[config.mk]
export PLATFORM = sky130hd
export DESIGN_NAME = bus_line_fetcher
export DESIGN_NICKNAME = d
export VERILOG_FILES = /design/src/rtl/bus_line_fetcher.sv
export SDC_FILE = /design/constraint.sdc
export NUM_CORES = 1
export LEC_CHECK = 0
export ABC_CLOCK_PERIOD_IN_PS = 5520
export CAP_MARGIN = 0
export CORE_ASPECT_RATIO = 0.9
export CORE_MARGIN = 5
export CORE_UTILIZATION = 40
export CTS_CLUSTER_SIZE = 25
export DETAILED_ROUTE_END_ITERATION = 10
export HOLD_SLACK_MARGIN = 0.12
export PLACE_DENSITY = 0.67
export SYNTH_ARGS = -nofsm -noshare
export SYNTH_HDL_FRONTEND = slang
export SYNTH_SLANG_ARGS = --single-unit
[constraint.sdc]
create_clock -name clk_i -period 5.52 [get_ports clk_i]
set_input_delay 0.552 -clock clk_i [delete_from_list [all_inputs] [get_ports clk_i]]
set_output_delay 0.552 -clock clk_i [all_outputs]
set_load 0.03 [all_outputs]
[src/rtl/bus_line_fetcher.sv]
// Line-bus memory-side slave: serves 128-bit line reads/writes from a 32-bit word memory port,
// four beats per line. Keeps the last served line so a repeated address costs no memory traffic.
module bus_line_fetcher #(
    parameter int unsigned BUS_ADDRESS_WIDTH    = 20,
    parameter int unsigned BUS_DATA_WIDTH_SHIFT = 4
) (
    input  logic                                            clk_i,
    input  logic                                            rst_i,
    input  logic [BUS_ADDRESS_WIDTH-BUS_DATA_WIDTH_SHIFT-1:0] bus_addr_i,
    input  logic [127:0]                                    bus_data_i,
    input  logic                                            bus_we_i,
    output logic [127:0]                                    bus_data_o,
    output logic                                            bus_valid_o,
    output logic                                            mem_req_o,
    output logic                                            mem_we_o,
    output logic [BUS_ADDRESS_WIDTH-3:0]                    mem_addr_o,
    output logic [31:0]                                     mem_wdata_o,
    input  logic [31:0]                                     mem_rdata_i,
    input  logic                                            mem_ack_i
);

    localparam int unsigned LINE_AW = BUS_ADDRESS_WIDTH - BUS_DATA_WIDTH_SHIFT;
    localparam int unsigned BEATS   = 2 ** (BUS_DATA_WIDTH_SHIFT - 2);

    typedef enum logic [1:0] {StIdle, StRd, StWr} state_e;

    state_e               r_state;
    logic [LINE_AW-1:0]   r_line_addr;
    logic                 r_line_vld;
    logic                 r_wr_done;
    logic [1:0]           r_beat;
    logic [127:0]         r_wline;
    logic [127:0]         r_bus_data;
    logic                 r_mem_req;
    logic                 r_mem_we;
    logic [LINE_AW+1:0]   r_mem_addr;
    logic [31:0]          r_mem_wdata;

    logic                 w_addr_match;
    logic                 w_hit;
    logic                 w_last;
    logic [1:0]           w_beat_nxt;

    // Hit/last-beat decode shared by the FSM and the valid output
    always_comb begin
        w_addr_match = (r_line_addr == bus_addr_i);
        w_hit        = r_line_vld & w_addr_match;
        w_last       = (r_beat == 2'(BEATS - 1));
        w_beat_nxt   = r_beat + 2'd1;
    end

    // Valid is combinational on the live address so it drops the cycle the address moves;
    // a held write request is only acknowledged once that write actually finished.
    always_comb begin
        bus_valid_o = (r_state == StIdle) & w_hit & (bus_we_i ? r_wr_done : 1'b1);
    end

    assign bus_data_o  = r_bus_data;
    assign mem_req_o   = r_mem_req;
    assign mem_we_o    = r_mem_we;
    assign mem_addr_o  = r_mem_addr;
    assign mem_wdata_o = r_mem_wdata;

    // Line sequencer: all state and the registered memory-side outputs
    always_ff @(posedge clk_i or negedge rst_i) begin
        if (!rst_i) begin
            r_state     <= StIdle;
            r_line_addr <= '0;
            r_line_vld  <= 1'b0;
            r_wr_done   <= 1'b0;
            r_beat      <= 2'd0;
            r_wline     <= '0;
            r_bus_data  <= '0;
            r_mem_req   <= 1'b0;
            r_mem_we    <= 1'b0;
            r_mem_addr  <= '0;
            r_mem_wdata <= '0;
        end else begin
            case (r_state)
                StIdle: begin
                    // A repeat write to the same line needs we to drop first
                    if (!bus_we_i) begin
                        r_wr_done <= 1'b0;
                    end
                    if (bus_we_i && !(w_hit && r_wr_done)) begin
                        r_state     <= StWr;
                        r_line_addr <= bus_addr_i;
                        r_line_vld  <= 1'b0;
                        r_wr_done   <= 1'b0;
                        r_beat      <= 2'd0;
                        r_wline     <= bus_data_i;
                        r_mem_req   <= 1'b1;
                        r_mem_we    <= 1'b1;
                        r_mem_addr  <= {bus_addr_i, 2'd0};
                        r_mem_wdata <= bus_data_i[31:0];
                    end else if (!w_hit) begin
                        r_state     <= StRd;
                        r_line_addr <= bus_addr_i;
                        r_line_vld  <= 1'b0;
                        r_wr_done   <= 1'b0;
                        r_beat      <= 2'd0;
                        r_mem_req   <= 1'b1;
                        r_mem_we    <= 1'b0;
                        r_mem_addr  <= {bus_addr_i, 2'd0};
                    end
                end

                StRd: begin
                    if (mem_ack_i) begin
                        if (!w_last && !w_addr_match) begin
                            // Requester moved on: drop this word and restart on the new line.
                            // The request stays up, only the address changes after the ack.
                            r_line_addr <= bus_addr_i;
                            r_beat      <= 2'd0;
                            r_mem_addr  <= {bus_addr_i, 2'd0};
                        end else begin
                            r_bus_data[{r_beat, 5'd0} +: 32] <= mem_rdata_i;
                            if (w_last) begin
                                r_state    <= StIdle;
                                r_line_vld <= 1'b1;
                                r_mem_req  <= 1'b0;
                            end else begin
                                r_beat     <= w_beat_nxt;
                                r_mem_addr <= {r_line_addr, w_beat_nxt};
                            end
                        end
                    end
                end

                StWr: begin
                    // Writes are atomic: bus inputs are not looked at until the last beat
                    if (mem_ack_i) begin
                        if (w_last) begin
                            r_state    <= StIdle;
                            r_bus_data <= r_wline;
                            r_line_vld <= 1'b1;
                            r_wr_done  <= 1'b1;
                            r_mem_req  <= 1'b0;
                            r_mem_we   <= 1'b0;
                        end else begin
                            r_beat      <= w_beat_nxt;
                            r_mem_addr  <= {r_line_addr, w_beat_nxt};
                            r_mem_wdata <= r_wline[{w_beat_nxt, 5'd0} +: 32];
                        end
                    end
                end

                default: begin
                    r_state   <= StIdle;
                    r_mem_req <= 1'b0;
                    r_mem_we  <= 1'b0;
                end
            endcase
        end
    end

endmodule

# After elaboration in Yosys (flattened, before gate mapping)
# Index checks and enable logic that the tools add are counted.
classes:
  shift: 3
  bitwise_logic: 4
  n_addsub: 2
  mux: 61
  n_reduce_logical: 20
  n_eq_ne: 13
op_table:
  columns: ["cell", "n"]
  rows:
  - ["128-bit 2-to-1 mux", 4]
  - ["128-bit case mux with 2 select lines", 1]
  - ["128-bit bitwise mux", 1]
  - ["32-bit by 9-bit variable shift with 128-bit output, first input constant", 1]
  - ["128-bit by 8-bit variable part select with 32-bit output", 1]
  - ["32-bit by 9-bit variable part select with 128-bit output", 1]
  - ["18-bit 2-to-1 mux", 6]
  - ["32-bit 2-to-1 mux", 3]
  - ["16-bit 2-to-1 mux", 4]
  - ["32-bit case mux with 2 select lines", 1]
  - ["18-bit case mux with 3 select lines", 1]
  - ["16-bit case mux with 2 select lines", 1]
  - ["2-bit 2-to-1 mux", 12]
  - ["4-bit AND reduction", 6]
  - ["1-bit 2-to-1 mux", 21]
  - ["16-bit == test", 1]
  - ["2-bit != test, second input constant", 6]
  - ["2-bit case mux with 3 select lines", 2]
  - ["5-bit AND reduction", 2]
  - ["7-bit negator with 9-bit output", 1]
  - ["1-bit case mux with 3 select lines", 3]
  - ["2-bit nonzero test", 3]
  - ["2-bit == test, second input constant", 2]
  - ["4-bit by 3-bit != test with 1-bit output, second input constant", 1]
  - ["12 further kinds", 18]
totals:
  output_inout_bits: 181
  inputBits: 180
  register_bits: 330
  wordCells: 114

# Logic depth before layout (Yosys ltp)
depth:
  word_depth: 7
  mapped_depth: 10
  depth_no_buf: 8

# Worst setup path before layout
# OpenSTA, ideal clock, no wires.
synth_timing:
  path_type: "reg-to-reg"
  start: "reg r_beat[0]"
  end: "reg r_mem_wdata[11], in the netlist mem_wdata_o[11]"
  setup_ns: 0.128
  setup_slack_ns: 2.728
  stages_incl_launch_ff: 9
  required_ns: 5.392
  arrival_ns: 2.664
  path_buffers: 3
  period_less_slack_ns: 2.792
  cell_sequence: "dfrtp_1 -> clkbuf_1 -> inv_1 -> ha_1 -> clkbuf_1 -> clkbuf_1 -> mux4_2 -> mux2_2 -> mux2_1"
synth_via:
  elab_chain_cells: 5
  word_cells_on_any_way: 8
  cone_classes: "1 x add/sub; 2 x eq/ne; 1 x shift; 3 x mux; 1 x reduce/logical"
synth_lines:
  columns: ["item", "line_no", "text"]
  rows:
  - ["start, declared", "31", "logic [1:0] r_beat;"]
  - ["start signal, assigned", "123", "r_beat <= w_beat_nxt;"]
  - ["start signal, assigned", "141", "r_beat <= w_beat_nxt;"]
  - ["2-bit by 1-bit adder with 2-bit output", "49", "w_beat_nxt = r_beat + 2'd1;"]
  - ["128-bit by 8-bit variable part select with 32-bit output", "143", "r_mem_wdata <= r_wline[{w_beat_nxt, 5'd0} +: 32];"]
  - ["32-bit 2-to-1 mux", "133", "if (w_last) begin"]
  - ["32-bit 2-to-1 mux", "132", "if (mem_ack_i) begin"]
  - ["32-bit case mux with 2 select lines", "79", "case (r_state)"]
  - ["end signal, assigned", "95", "r_mem_wdata <= bus_data_i[31:0];"]
  - ["end signal, assigned", "143", null]
  - ["end, declared", "37", "logic [31:0] r_mem_wdata;"]
# Several ways; a longest one is shown, not always the timed one. The select of a mux whose other input is x is not followed.
# A chain may end at the register's enable or synchronous reset.

# Final worst setup path
layout_timing:
  start: "reg r_beat[0]"
  end: "reg r_bus_data[88], in the netlist bus_data_o[88]"
layout_via:
  elab_chain_cells: 6
  word_cells_on_any_way: 13
  cone_classes: "1 x add/sub; 3 x eq/ne; 2 x shift; 4 x mux; 3 x reduce/logical"
layout_lines:
  columns: ["item", "line_no", "text"]
  rows:
  - ["7-bit negator with 9-bit output", "117", "r_bus_data[{r_beat, 5'd0} +: 32] <= mem_rdata_i;"]
  - ["32-bit by 9-bit variable part select with 128-bit output / 32-bit by 9-bit variable shift with 128-bit output (equally long branches)", "117", null]
  - ["128-bit bitwise mux", "117", null]
  - ["128-bit 2-to-1 mux", "110", "if (!w_last && !w_addr_match) begin"]
  - ["128-bit 2-to-1 mux", "109", "if (mem_ack_i) begin"]
  - ["128-bit case mux with 2 select lines", "79", null]
  - ["end signal, assigned by index", "117", null]
  - ["end signal, assigned", "135", "r_bus_data <= r_wline;"]
  - ["end, declared", "33", "logic [127:0] r_bus_data;"]
# Several ways; a longest one is shown, not always the timed one. The select of a mux whose other input is x is not followed.

==> flow_summary.json <==
{
  "mostFrequentLayoutCells": "359 x clkdlybuf4s50_1, 329 x dfrtp_1, 200 x mux2_2",
  "syn_nets": 1390,
  "wire_per_inst_um": 23.4,
  "grt_pass1_vias": 12200,
  "dp_cells": 1975,
  "crit_path_start_kind": "flop",
  "ir_drop_v": 0.000309,
  "clk_latency_ps": 530,
  "hold_viol_final": 0,
  "leakagePower_nw": 8.04,
  "post_cts_buffers": 0,
  "ctsLongestPathBuffers": 3,
  "nets": 1718,
  "area_delta_synth_final_pct": 34.9,
  "crit_slowest_cell": "dfrtp_4",
  "die_area_um2": 41500,
  "synth_edf_count": 0,
  "pre_cts_ws_ps": 1660,
  "core_um2": 37100,
  "synthCells": 1202,
  "setup_viol_count_final": 0,
  "mostFrequentLayoutCell": "clkdlybuf4s50_1",
  "cts_buffers": 36,
  "worst-path-buf-inv": 1,
  "layout.cells.non_filler": 2038,
  "maxSlewHeadroom": 0.136,
  "hold_path_class": "input port to async pin",
  "crit_chain": "inv_1 > ha_2 > nand3_1 > nor2_4 > a22oi_1 > a21oi_1",
  "cts_hold_buffers": 0,
  "cts_root_buffer": "clkbuf_16",
  "place.gp.congestion": 0.813,
  "min_period_ps": 3740,
  "cts_sinks": 330,
  "drc": 0,
  "rsz0062_at_grt": "false",
  "cp_top_family": "simple AND/OR/NAND/NOR gates",
  "drv_cap": 0,
  "dpl.hpwl_um": 31600,
  "yosysWarningCount": 0,
  "outcome": "finished, final reports clean",
  "cp-startpoint": "r_beat[0]",
  "synth_cell_types": 44,
  "htree_levels": 2,
  "avgSynthCellArea_um2": 12.5,
  "worst_pin_slew_ps": 1290,
  "overflow": 0,
  "power_density_nw_per_um2": 556,
  "ioPinCount": 361,
  "rows": 67,
  "synth-main-ff-cell": "dfrtp_1",
  "setup_ws_ps": 1780,
  "tritoncts": "yes",
  "arrival_ps": 4170,
  "crit_type": "flop to flop",
  "crit_fanout": 40,
  "drt_wl_total_um": 47700,
  "synth_seq_cells": 330,
  "seq_area_frac_synth": 0.550,
  "first_pass_iters": 5,
  "vias": 11500,
  "syn_area_um2": 15000,
  "start_util": 0.404,
  "final_antenna_net_count": 0,
  "viasPerCell": 5.63,
  "grt_max_degree": 138,
  "antenna_found_initial": 4,
  "grt_util_all_layers": 0.225,
  "cpPeakStageDelay_ps": 1020,
  "skew_ps": 25.4,
  "fin_crit_sh": 0.678,
  "worstPathRequired_ps": 5950,
  "cp-end-kind": "flop",
  "first_iter_violations": 798,
  "r2r_start": "r_beat[0]",
  "grt_pass1_wl_um": 74400,
  "cts_resized": 0,
  "clk_pin_slew_ps": 60,
  "die_x_um": 214,
  "max_clock_freq_mhz": 267,
  "fin_util": 0.545,
  "slew_viol_final": 0,
  "synth-async-reset-ratio": 1.00,
  "layout-drive-gt1-share": 0.213,
  "io_buffers": 360,
  "die_h_um": 194,
  "fin_setup_tns_ps": 0
}
synthesized netlist by cell type, types with 3 or more instances:
library cell / n / area share
nor4_2: 4 / 0.0033
o21ai_0: 38 / 0.013
nor2b_1: 17 / 0.0071
buf_2: 29 / 0.0097
mux2_2: 200 / 0.15
xor2_1: 16 / 0.0093
a22oi_1: 128 / 0.064
nor2_1: 102 / 0.026
a21oi_1: 103 / 0.034
mux2_1: 11 / 0.0083
a311oi_4: 3 / 0.0053
mux2i_1: 3 / 0.0020
a221oi_1: 14 / 0.0082
clkbuf_1: 61 / 0.015
inv_1: 10 / 0.0025
nor3_1: 4 / 0.0013
nand2_1: 44 / 0.011
o2bb2ai_1: 14 / 0.0082
ha_1: 8 / 0.0067
mux4_2: 32 / 0.048
dfrtp_1: 330 / 0.55
where the power goes:
| group | switching [mW] | leakage [nW] | internal, mW |
|---|---|---|---|
| logic | 2.49 | 3.39 | 2.27 |
| clock network | 0.970 | 0.567 | 1.45 |
| registers | 0.713 | 4.08 | 3.38 |
| total | 4.17 | 8.04 | 7.10 |
kinds of logic (layout without fill, tap and decap cells):
group | after synthesis | count (layout) | synth area share
buffers and inverters | 104 | 454 | 0.0287
other | 0 | 3 | 0
muxes | 246 | 246 | 0.208
DFF | 330 | 330 | 0.550
adders and majority gates | 8 | 8 | 0.00667
xor gates and xnor gates | 16 | 16 | 0.00934
AOI/OAI and AO/OA | 318 | 318 | 0.143
and+or+nand+nor | 180 | 180 | 0.0539
worst paths after layout:
kind | to | slack [ps] | cells after the start
max | bus_data_o[88] | 1780 | 6
min | r_wline[121] | 90 | 1
max reg2reg | bus_data_o[88] | 1780 | 6
min reg2reg | bus_data_o[106] | 480 | 2
max in group asynchronous | r_wline[55] | 4140 | 2
min in group clk_i | bus_data_o[106] | 480 | 2
final cells by class:
cell class	instances	area [µm²]
fillers	3205	16900
flip-flops and latches	330	8260
multi-input cells	768	6380
repair buffers	383	3790
clock buffers	48	997
well taps	483	604
clock inverters	12	165
inverters	11	41.3
diodes	3	7.51
worst reg2reg max path, delay by kind of cell, from the launching register on:
kind                       cells  cell delay, ps
DFF                            1            1020
adders and majority gates      1             830
buffers and inverters          1             220
AOI/OAI and AO/OA              2             410
and+or+nand+nor                2            1190
per-stage QoR:
stage | power [mW] | area (µm²) | hold slack, ps
2_1_floorplan | 7.08 | 15000 | 256
3_3_place_gp | 8.79 | 19100 | 463
3_5_place_dp | 8.90 | 19100 | 473
4_1_cts | 11.4 | 20200 | 121
5_1_grt | 11.9 | 20200 | 155
6_report | 11.3 | 20200 | 92.3
registers in the layout, summed over array words and instances, names as in the netlist, 2 cells and up:
signal and cells:
r_beat 2, r_line_addr 16, r_wline 128, mem_addr_o 18, r_state 2, bus_data_o 128, mem_wdata_o 32
layer usage:
metal,track usage,vias up,share of wire
met5,0,-,0.00044
met4,0.0503,4,0.019
met3,0.0631,69,0.078
met2,0.359,434,0.47
met1,0.309,5849,0.43
li1,-,5112,-
(Power assumes the default switching activity.)
